**config.mk**
```make
export PLATFORM = sky130hd
export DESIGN_NAME = usb_encoder
export DESIGN_NICKNAME = d
export VERILOG_FILES = /design/src/rtl/usb_pkg.sv /design/src/rtl/usb_bitfifo.sv /design/src/rtl/usb_encoder.sv
export SDC_FILE = /design/constraint.sdc
export NUM_CORES = 1
export LEC_CHECK = 0
export ABC_CLOCK_PERIOD_IN_PS = 2700
export BUFFER_PORTS_ARGS = -buffer_cell sky130_fd_sc_hd__buf_2
export CORE_MARGIN = 1
export CORE_UTILIZATION = 53
export CTS_CLUSTER_SIZE = 28
export DETAILED_ROUTE_END_ITERATION = 10
export PLACE_DENSITY = 0.74
export SLEW_MARGIN = 30
export SYNTH_ARGS = -nofsm -noshare
export SYNTH_HDL_FRONTEND = slang
export SYNTH_SLANG_ARGS = --single-unit
```
**constraint.sdc**
```tcl
create_clock -name clk -period 2.7 [get_ports clk]
set_clock_uncertainty 0.2 [all_clocks]
set_input_delay 0.675 -clock clk [delete_from_list [all_inputs] [get_ports clk]]
set_output_delay 0.675 -clock clk [all_outputs]
set_load 0.005 [all_outputs]
```
**src/rtl/usb_pkg.sv**
```systemverilog
// Shared encodings for the USB full-speed transmit line stage.
// Holds the state encoding, line symbols and protocol constants.
// Pure declarations, no logic.
package usb_pkg;

    typedef enum logic [2:0] {
        IDLE    = 3'd0,
        TX      = 3'd1,
        STUFF   = 3'd2,
        EOP_SE0 = 3'd3,
        EOP_J   = 3'd4
    } state_t;

    typedef struct packed {
        logic dp;
        logic dm;
    } line_t;

    localparam line_t J   = 2'b10;
    localparam line_t K   = 2'b01;
    localparam line_t SE0 = 2'b00;

    localparam int STUFF_LIMIT  = 6;
    localparam int EOP_SE0_BITS = 2;

    // NRZI: a 0 toggles J<->K, a 1 holds the current symbol.
    function automatic line_t nrzi(input line_t cur, input logic b);
        line_t toggled;
        toggled.dp = ~cur.dp;
        toggled.dm = ~cur.dm;
        return b ? cur : toggled;
    endfunction

endpackage

```
**src/rtl/usb_bitfifo.sv**
```systemverilog
// 1-bit wide FIFO buffering the serial bit stream ahead of the line encoder.
// Latency: a pushed bit is visible on rdata/empty the cycle after the push.
// Backpressure: full is registered from the next count; a push while full is dropped.
module usb_bitfifo #(
    parameter int DEPTH = 4
) (
    input  logic clk,
    input  logic rst,
    input  logic push,
    input  logic pop,
    input  logic wdata,
    output logic rdata,
    output logic empty,
    output logic full
);

    localparam int AW = (DEPTH > 1) ? $clog2(DEPTH) : 1;
    localparam int CW = AW + 1;

    logic [DEPTH-1:0] mem;
    logic [AW-1:0]    wptr;
    logic [AW-1:0]    rptr;
    logic [CW-1:0]    count;
    logic [CW-1:0]    count_nxt;
    logic             do_push;
    logic             do_pop;

    // A push arriving while full is dropped even if a pop frees a slot this cycle.
    assign do_push = push & ~full;
    assign do_pop  = pop & ~empty;
    assign empty   = (count == '0);
    assign rdata   = mem[rptr];

    // Occupancy for the coming cycle; full is derived from it so it is registered.
    always_comb begin
        count_nxt = count;
        case ({do_push, do_pop})
            2'b10:   count_nxt = count + 1'b1;
            2'b01:   count_nxt = count - 1'b1;
            default: count_nxt = count;
        endcase
    end

    // Storage, pointers and the registered full flag.
    always_ff @(posedge clk or posedge rst) begin
        if (rst) begin
            mem   <= '0;
            wptr  <= '0;
            rptr  <= '0;
            count <= '0;
            full  <= 1'b0;
        end else begin
            if (do_push) begin
                mem[wptr] <= wdata;
                wptr      <= wptr + 1'b1;
            end
            if (do_pop) begin
                rptr <= rptr + 1'b1;
            end
            count <= count_nxt;
            full  <= (count_nxt == CW'(DEPTH));
        end
    end

endmodule

```
**src/rtl/usb_encoder.sv**
```systemverilog
// USB FS transmit line stage: bit FIFO, NRZI, bit stuffing, EOP; optional USB_ENC_TXCNT_EN adds enc_txbits.
// Latency: first accepted push in cycle N gives dtx_oe=1 and the first line bit in cycle N+2.
// Backpressure: encfifo_full (registered) blocks pushes; writes while full are dropped with no tfifo_rd.
module usb_encoder
    import usb_pkg::*;
#(
    parameter int CLKS_PER_BIT = 4,
    parameter int FIFO_DEPTH   = 4
) (
    input  logic        clk,
    input  logic        rst_async,
    input  logic        trsac_encfifo_wr,
    input  logic        trsac_encfifo_wdata,
    input  logic        trsac_tfifoenc_en,
    input  logic        tfifo_rdata,
    output logic        tfifo_rd,
    output logic        encfifo_full,
    output logic        dtx_oe,
    output logic        dtx_dp,
    output logic        dtx_dm
`ifdef USB_ENC_TXCNT_EN
    ,
    output logic [10:0] enc_txbits
`endif
);

    localparam int TW = (CLKS_PER_BIT > 1) ? $clog2(CLKS_PER_BIT) : 1;

    state_t        state;
    state_t        state_n;
    line_t         line;
    line_t         line_n;
    logic          oe;
    logic          oe_n;
    logic [2:0]    ones;
    logic [2:0]    ones_n;
    logic [2:0]    ones_base;
    logic [1:0]    se0_cnt;
    logic [1:0]    se0_cnt_n;
    logic [TW-1:0] timer;
    logic          bit_end;

    logic          push;
    logic          push_dat;
    logic          pop;
    logic          fifo_rdata;
    logic          fifo_empty;

    assign push     = trsac_encfifo_wr & ~encfifo_full;
    assign push_dat = trsac_tfifoenc_en ? tfifo_rdata : trsac_encfifo_wdata;
    assign tfifo_rd = push & trsac_tfifoenc_en;

    usb_bitfifo #(
        .DEPTH (FIFO_DEPTH)
    ) u_bitfifo (
        .clk   (clk),
        .rst   (rst_async),
        .push  (push),
        .pop   (pop),
        .wdata (push_dat),
        .rdata (fifo_rdata),
        .empty (fifo_empty),
        .full  (encfifo_full)
    );

    assign bit_end   = (timer == TW'(CLKS_PER_BIT - 1));
    // Run length only carries over from a data bit; after IDLE or a stuff bit it restarts.
    assign ones_base = (state == TX) ? ones : 3'd0;

    assign dtx_oe = oe;
    assign dtx_dp = line.dp;
    assign dtx_dm = line.dm;

    // Bit timer: free-runs through a packet, held at zero while idle.
    always_ff @(posedge clk or posedge rst_async) begin
        if (rst_async) begin
            timer <= '0;
        end else if (state == IDLE || bit_end) begin
            timer <= '0;
        end else begin
            timer <= timer + 1'b1;
        end
    end

    // Next-state, next line symbol, stuffing run length and FIFO pop.
    always_comb begin
        state_n   = state;
        line_n    = line;
        oe_n      = oe;
        ones_n    = ones;
        se0_cnt_n = se0_cnt;
        pop       = 1'b0;
        case (state)
            IDLE: begin
                line_n = J;
                oe_n   = 1'b0;
                ones_n = 3'd0;
                if (!fifo_empty) begin
                    pop     = 1'b1;
                    state_n = TX;
                    oe_n    = 1'b1;
                    line_n  = nrzi(J, fifo_rdata);
                    ones_n  = fifo_rdata ? 3'd1 : 3'd0;
                end
            end
            TX, STUFF: begin
                if (bit_end) begin
                    if (state == TX && ones == 3'(STUFF_LIMIT)) begin
                        state_n = STUFF;
                        line_n  = nrzi(line, 1'b0);
                        ones_n  = 3'd0;
                    end else if (!fifo_empty) begin
                        pop     = 1'b1;
                        state_n = TX;
                        line_n  = nrzi(line, fifo_rdata);
                        ones_n  = fifo_rdata ? ones_base + 3'd1 : 3'd0;
                    end else begin
                        state_n   = EOP_SE0;
                        line_n    = SE0;
                        ones_n    = 3'd0;
                        se0_cnt_n = 2'd0;
                    end
                end
            end
            EOP_SE0: begin
                if (bit_end) begin
                    if (se0_cnt == 2'(EOP_SE0_BITS - 1)) begin
                        state_n = EOP_J;
                        line_n  = J;
                    end else begin
                        se0_cnt_n = se0_cnt + 2'd1;
                    end
                end
            end
            EOP_J: begin
                if (bit_end) begin
                    state_n = IDLE;
                    line_n  = J;
                    oe_n    = 1'b0;
                end
            end
            default: begin
                state_n = IDLE;
                line_n  = J;
                oe_n    = 1'b0;
                ones_n  = 3'd0;
            end
        endcase
    end

    // State, line and output-enable registers; reset aborts a packet without EOP.
    always_ff @(posedge clk or posedge rst_async) begin
        if (rst_async) begin
            state   <= IDLE;
            line    <= J;
            oe      <= 1'b0;
            ones    <= 3'd0;
            se0_cnt <= 2'd0;
        end else begin
            state   <= state_n;
            line    <= line_n;
            oe      <= oe_n;
            ones    <= ones_n;
            se0_cnt <= se0_cnt_n;
        end
    end

`ifdef USB_ENC_TXCNT_EN
    logic [10:0] txcnt;
    logic        bit_done;

    assign bit_done = (state == TX || state == STUFF) && bit_end;

    // Line-bit count of the current packet, published when the EOP starts.
    always_ff @(posedge clk or posedge rst_async) begin
        if (rst_async) begin
            txcnt      <= '0;
            enc_txbits <= '0;
        end else begin
            if (state == IDLE && state_n == TX) begin
                txcnt <= '0;
            end else if (bit_done) begin
                txcnt <= txcnt + 11'd1;
            end
            if (bit_done && state_n == EOP_SE0) begin
                enc_txbits <= txcnt + 11'd1;
            end
        end
    end
`endif

endmodule

```
### After elaboration in Yosys (flattened, before gate mapping)

Index checks and enable logic that the tools add are counted.

| storage, ports and cells | value |
|---|---|
| register bits | 25 |
| bits of input ports | 6 |
| output and inout port bits | 5 |
| word-level logic and storage cells | 111 |

| cells by class | value |
|---|---|
| add/sub/neg operators | 7 |
| magnitude comparators | 3 |
| equality and inequality tests | 19 |
| muxes and demuxes | 46 |
| bitwise logic cells | 10 |
| reductions and logical operators | 14 |

Operator list:

| cell | count |
|---|---|
| $mux W2 | 17 |
| $mux W3 | 10 |
| $ne A2 B2 Y1 const B | 8 |
| $pmux W3 S4 | 1 |
| $reduce_and A5 Y1 | 2 |
| $eq A3 B3 Y1 const B | 3 |
| $mux W1 | 9 |
| $pmux W3 S3 | 1 |
| $add A2 B1 Y2 const B | 4 |
| $pmux W2 S4 | 1 |
| $add A3 B1 Y3 const B | 2 |
| $eq A3 B2 Y1 const B | 2 |
| $logic_not A3 Y1 | 2 |
| $lt A2 B3 Y1 const B | 2 |
| $not A1 Y1 | 6 |
| $pmux W3 S2 | 1 |
| $reduce_and A6 Y1 | 1 |
| $and A1 B1 Y1 | 4 |
| $bwmux W4 | 1 |
| $eq A2 B1 Y1 const B | 2 |
| $eq A2 B2 Y1 const B | 2 |
| $ne A4 B4 Y1 const B | 1 |
| $pmux W2 S2 | 1 |
| $reduce_and A2 Y1 | 2 |
| 12 further kinds | 14 |

### Logic depth before layout (Yosys ltp)

| depth | value |
|---|---|
| word-level depth | 9 |
| gate-level depth with buffers | 11 |
| depth with buffers taken out | 10 |

### By module

A second synthesis with hierarchy kept.

| unflattened totals | value |
|---|---|
| cell total of the unflattened synthesis | 157 |
| area, all modules | 1524.0 sq um |

By module, submodules not included:

| module | times used | cells an instance | area an instance (sq um) | seq. area each (sq um) |
|---|---|---|---|---|
| usb_encoder | 1 | 106 | 908.4 | 326.6 |
| usb_bitfifo | 1 | 51 | 615.6 | 300.3 |

### Least setup slack after synthesis

OpenSTA, ideal clock, no wires.

| path | value |
|---|---|
| kind | input-to-reg |
| start point | in trsac_encfifo_wr |
| end point | reg u_bitfifo.full |
| library setup time | 0.119 ns |
| arrival time | 2.241 ns |
| required time | 2.381 ns |
| slack | 0.140 ns |
| stages on the path | 9 |
| path through | nor2b_1 clkbuf_1 inv_1 ha_1 inv_1 fa_1 mux2i_1 nor2_1 and2_1 |

| between the ends | value |
|---|---|
| word-level cells in the longest chain between the ends | 5 |
| elaborated cells on any way between the ends | 6 |
| those cells by class | eq/ne (3); mux (1); bitwise (2) |

Ends and longest elaborated chain:

| element | RTL line | source |
|---|---|---|
| start: declaration | usb_encoder.sv:12 | `input logic trsac_encfifo_wr,` |
| $and A1 B1 Y1 (*) | usb_encoder.sv:49 | `assign push = trsac_encfifo_wr & ~encfifo_full;` |
| $and A1 B1 Y1 (*) | usb_bitfifo.sv:29 | `assign do_push = push & ~full;` |
| $eq A2 B1 Y1 or $eq A2 B2 Y1 (tied branches) | usb_bitfifo.sv:37 | `case ({do_push, do_pop})` |
| $pmux W3 S2 (*) | usb_bitfifo.sv:37 |  |
| net u_bitfifo.count_nxt[1] | usb_bitfifo.sv:24 | `logic [CW-1:0] count_nxt;` |
| $eq A3 B3 Y1 (*) | usb_bitfifo.sv:61 | `full <= (count_nxt == CW'(DEPTH));` |
| end signal: assignment | usb_bitfifo.sv:61 |  |
| end: declaration | usb_bitfifo.sv:14 | `output logic full` |

The timed path passes the listed nets; every way through them passes the cells marked *.
A chain may end at the register's enable or synchronous reset.

### Final worst setup path

| path | value |
|---|---|
| start point | reg u_bitfifo.count[0] |
| end point | reg u_bitfifo.full |

| between the ends | value |
|---|---|
| word-level cells in the longest chain between the ends | 9 |
| elaborated cells on any way between the ends | 13 |
| those cells by class | add/sub (2); eq/ne (3); mux (5); bitwise (2); reduce/logical (1) |

Ends and longest elaborated chain:

| element | RTL line | source |
|---|---|---|
| start: declaration | usb_bitfifo.sv:23 | `logic [CW-1:0] count;` |
| start signal: assignment | usb_bitfifo.sv:60 | `count <= count_nxt;` |
| $logic_not A3 Y1 (*) | usb_bitfifo.sv:31 | `assign empty = (count == '0);` |
| $mux W1 | usb_encoder.sv:98, usb_encoder.sv:112 |  |
| $mux W1 | usb_encoder.sv:108 | `if (state == TX && ones == 3'(STUFF_LIMIT)) begin` |
| $mux W1 | usb_encoder.sv:107 | `if (bit_end) begin` |
| $pmux W1 S2 | usb_encoder.sv:93 | `case (state)` |
| $and A1 B1 Y1 (*) | usb_bitfifo.sv:30 | `assign do_pop = pop & ~empty;` |
| net u_bitfifo.do_pop | usb_bitfifo.sv:26 | `logic do_pop;` |
| $eq A2 B1 Y1 or $eq A2 B2 Y1 (tied branches) | usb_bitfifo.sv:37 |  |
| $pmux W3 S2 (*) | usb_bitfifo.sv:37 |  |
| net u_bitfifo.count_nxt[1] | usb_bitfifo.sv:24 |  |
| $eq A3 B3 Y1 (*) | usb_bitfifo.sv:61 |  |

Marks and branches as above.

==> flow_summary.toml <==
[timing]
final_max_slew_viol_count = 0
slew_headroom_pct = 73.69
clock.fmax_ghz = 0.4008
final_hold_violating_endpoints = 0
rsz0062_at_grt = "no"
min_period_over_period_pct = 92.42
final_critical_path_setup_slack_ns = 0.2047
layout_min_cycle_time_ns = 2.495
max_slew.worst_pin.slew_ns = 0.3932
fin_tns_setup_ns = 0
report.final.setup_viol = 0

[place]
post-place-cells = 189
detailedPlacementHpwl_um = 2036
pre_cts_slack_ns = 0.1048
port_buffers = 10
place.gp.congestion = 0.8708

[synth]
postSynthRegisterBits = 25
postSynthNetCount = 163
post_synth_num_cell_types = 46
ys_warn_count = 0
syn-instance-count = 148
post_synth_main_area_contributors = "sky130_fd_sc_hd__dfrtp_1, sky130_fd_sc_hd__ha_1, sky130_fd_sc_hd__a21oi_1, sky130_fd_sc_hd__inv_1, sky130_fd_sc_hd__nor2_1"
synth_sequential_area_ratio_pct = 42.39
synth_enable_flop_cells = 0
syn-cell-area_mm2 = 0.001479
post-synth-top-area-cell = "sky130_fd_sc_hd__dfrtp_1"
synth_area_per_cell_um2 = 9.993
async_flop_share_pct = 100.0
synth_largest_type_area_fraction_pct = 40.61
synth_ff_type = "sky130_fd_sc_hd__dfrtp_1"

[cts]
cts.root.buffer_cell = "sky130_fd_sc_hd__clkbuf_4"
cts_made_buffers = 3
clk_latency_ns = 0.31
clock_sink_count = 25
cts.repair_timing.setup_buffer_count = 0
cts_max_path_buffers = 2
htree_levels = 1
clkSlewWorstSetupHoldPaths_ns = 0.14
cts_tree = "done"

[cells_and_area]
finish.cell_count_without_fillers = 193
share_of_the_core_filled_with_cells_in_the_final_layout_pct = 62.48
fillCellCount = 220
layout_common_cells = "sky130_fd_sc_hd__dfrtp_1, sky130_fd_sc_hd__nor2_1, sky130_fd_sc_hd__inv_1"
nNetsFinal = 179
final_layout_size_suffix_gt1_share_pct = 17.18
antenna_cells_inserted = 0
layout_commonest_cell = "sky130_fd_sc_hd__dfrtp_1"
syn_to_final_growth_pct = 8.460

[global_route]
globalRouteOverflowTotal = 0
via_count_of_the_first_global_routing_pass = 1103
global_route_wire_length_before_repair_um = 4809
grtUsageTotal_pct = 22.48
initial_antenna_violation_count = 0
grt_max_degree = 26

[detailed_routing]
dr_total_vias = 1139
drc = 0
wire_per_inst_um = 14.22
met1Wirelength_um = 1313
top_layer_used = "met4"
met2_wirelength_um = 1361
drtAntennaViolNets = 0
dr.first_iter.drc_count = 33
routed_wl_um = 2744
detailroute.wirelength.met3_um = 54
first_pass_iters = 4
viasPerCell = 5.902

[setup_path]
timing.setup.critical_path_class = "reg -> reg"
worst_setup_path_start_kind = "flop"
timing.critical_path.fanout_max = 5
crit_required_ns = 2.72
critPathArrivalTime_ns = 2.52
endpoint_kind = "flop"
worstReg2RegStart = "u_bitfifo.count[0]$_DFF_PP0_"
critical_path.startpoint = "u_bitfifo.count[0]$_DFF_PP0_"

[power_and_ir_drop]
combPwrFrac_pct = 54.4
cellLeakagePower_nw = 0.7641
switching_share_pct = 41.63
netSwitchingPower_mw = 0.7650
share_seq_of_total_power_pct = 36.5
power.density_mw_per_mm2 = 1146
worst_ir_drop_vdd_mv = 0.6602
share_clk_of_total_power_pct = 9.1
p_int_mw = 1.073

[run_status]
run_status = "completed"

[floorplan]
floorplan.initialDensity_pct = 57.60
fp.dieArea_mm2 = 0.003006
rows = 18
ios = 11
die_h_um = 54.83
chipWidth_um = 54.83
core_area_mm2 = 0.002567

[min_path]
min-delay-path-class = "in -> async"

[run]
max_cap_viol_count = 0
[logic make-up after synthesis]
group / Yosys count / share of synthesized area, %
flops: 25 / 42.39
fa+ha+maj: 9 / 8.122
mux: 7 / 5.837
buf+inv: 18 / 6.430
simple gates: 45 / 16.58
compound gates: 38 / 17.09
xor+xnor: 6 / 3.554
[per-layer routing]
layer,vias to the layer above,GRT usage (%)
met5,-,0
met3,2,2.500
met1,557,29.96
li1,559,-
met2,21,38.76
met4,0,5.128
[layout make-up]
type	count	area, um^2	share of cell area (%)
clock buffers	3	22.52	1.404
clock inverters	1	5.005	0.3120
inverters	11	41.29	2.574
multi-input cells	105	760.7	47.43
flip-flops and latches	25	626.9	39.08
well taps	30	37.54	2.340
repair buffers	18	110.1	6.864
[critical path, cell delays in order (launching register included)]
cell and delay [ns]:
sky130_fd_sc_hd__dfrtp_1 0.45, sky130_fd_sc_hd__nor3_2 0.35, sky130_fd_sc_hd__nor2_1 0.10, sky130_fd_sc_hd__a21boi_2 0.19
sky130_fd_sc_hd__ha_1 0.24, sky130_fd_sc_hd__inv_1 0.07, sky130_fd_sc_hd__fa_1 0.41, sky130_fd_sc_hd__mux2i_1 0.18
sky130_fd_sc_hd__nor2_1 0.06, sky130_fd_sc_hd__and2_1 0.15
[through the flow]
stage	instance area (um^2)	total power, mW	hold WS, ns
after floorplan	1479	1.447	0.2170
after CTS	1600	1.841	0.1943
after global routing	1604	2.016	0.1925
final	1604	1.838	0.1871
after detailed placement	1573	1.669	0.2365
after global placement	1573	1.626	0.2279
[worst paths after layout]
| kind | endpoint | slack [ns] | depth (start not counted) |
|---|---|---|---|
| max reg2reg | u_bitfifo.full$_DFF_PP0_ | 0.20 | 9 |
| min | state[0]$_DFFE_PP0P_ | 0.19 | 3 |
| max | u_bitfifo.full$_DFF_PP0_ | 0.20 | 9 |
| min reg2reg | timer[0]$_DFF_PP0_ | 0.25 | 1 |
| max in group asynchronous | dtx_dp$_DFFE_PP1P_ | 1.83 | 3 |
| min in group clk | timer[0]$_DFF_PP0_ | 0.25 | 1 |
[flip-flops by register name, indices dropped and copies added (netlist names), 2 cells and up]
signal           count
ones                 3
se0_cnt              2
state                3
timer                2
u_bitfifo.count      3
u_bitfifo.mem        4
u_bitfifo.rptr       2
u_bitfifo.wptr       2
[repair_timing]
action / in CTS / in global routing
hold buffers: 0 / 0
gates resized for setup: 0 / 2
setup endpoints to repair: 0 / 1
[power groups by stage]
stage	clock, mW	combinational, mW	sequential [mW]
6_report	0.168	1.00	0.670
5_1_grt	0.188	1.13	0.694
4_1_cts	0.174	0.998	0.668
3_5_place_dp	0	0.993	0.676
3_3_place_gp	0	0.957	0.669
2_1_floorplan	0	0.794	0.653
[synth_stat cells (3+ instances only)]
library cell and instances:
sky130_fd_sc_hd__inv_1 11, sky130_fd_sc_hd__o21ai_0 8, sky130_fd_sc_hd__mux2i_1 3, sky130_fd_sc_hd__a21oi_1 9, sky130_fd_sc_hd__xor2_1 3, sky130_fd_sc_hd__a31oi_1 5
sky130_fd_sc_hd__dfrtp_1 24, sky130_fd_sc_hd__nor2_1 11, sky130_fd_sc_hd__nand3_1 4, sky130_fd_sc_hd__xnor2_1 3, sky130_fd_sc_hd__nand2_1 7, sky130_fd_sc_hd__buf_6 3
sky130_fd_sc_hd__ha_1 8, sky130_fd_sc_hd__nor3_1 5
(Power assumes the default switching activity.)
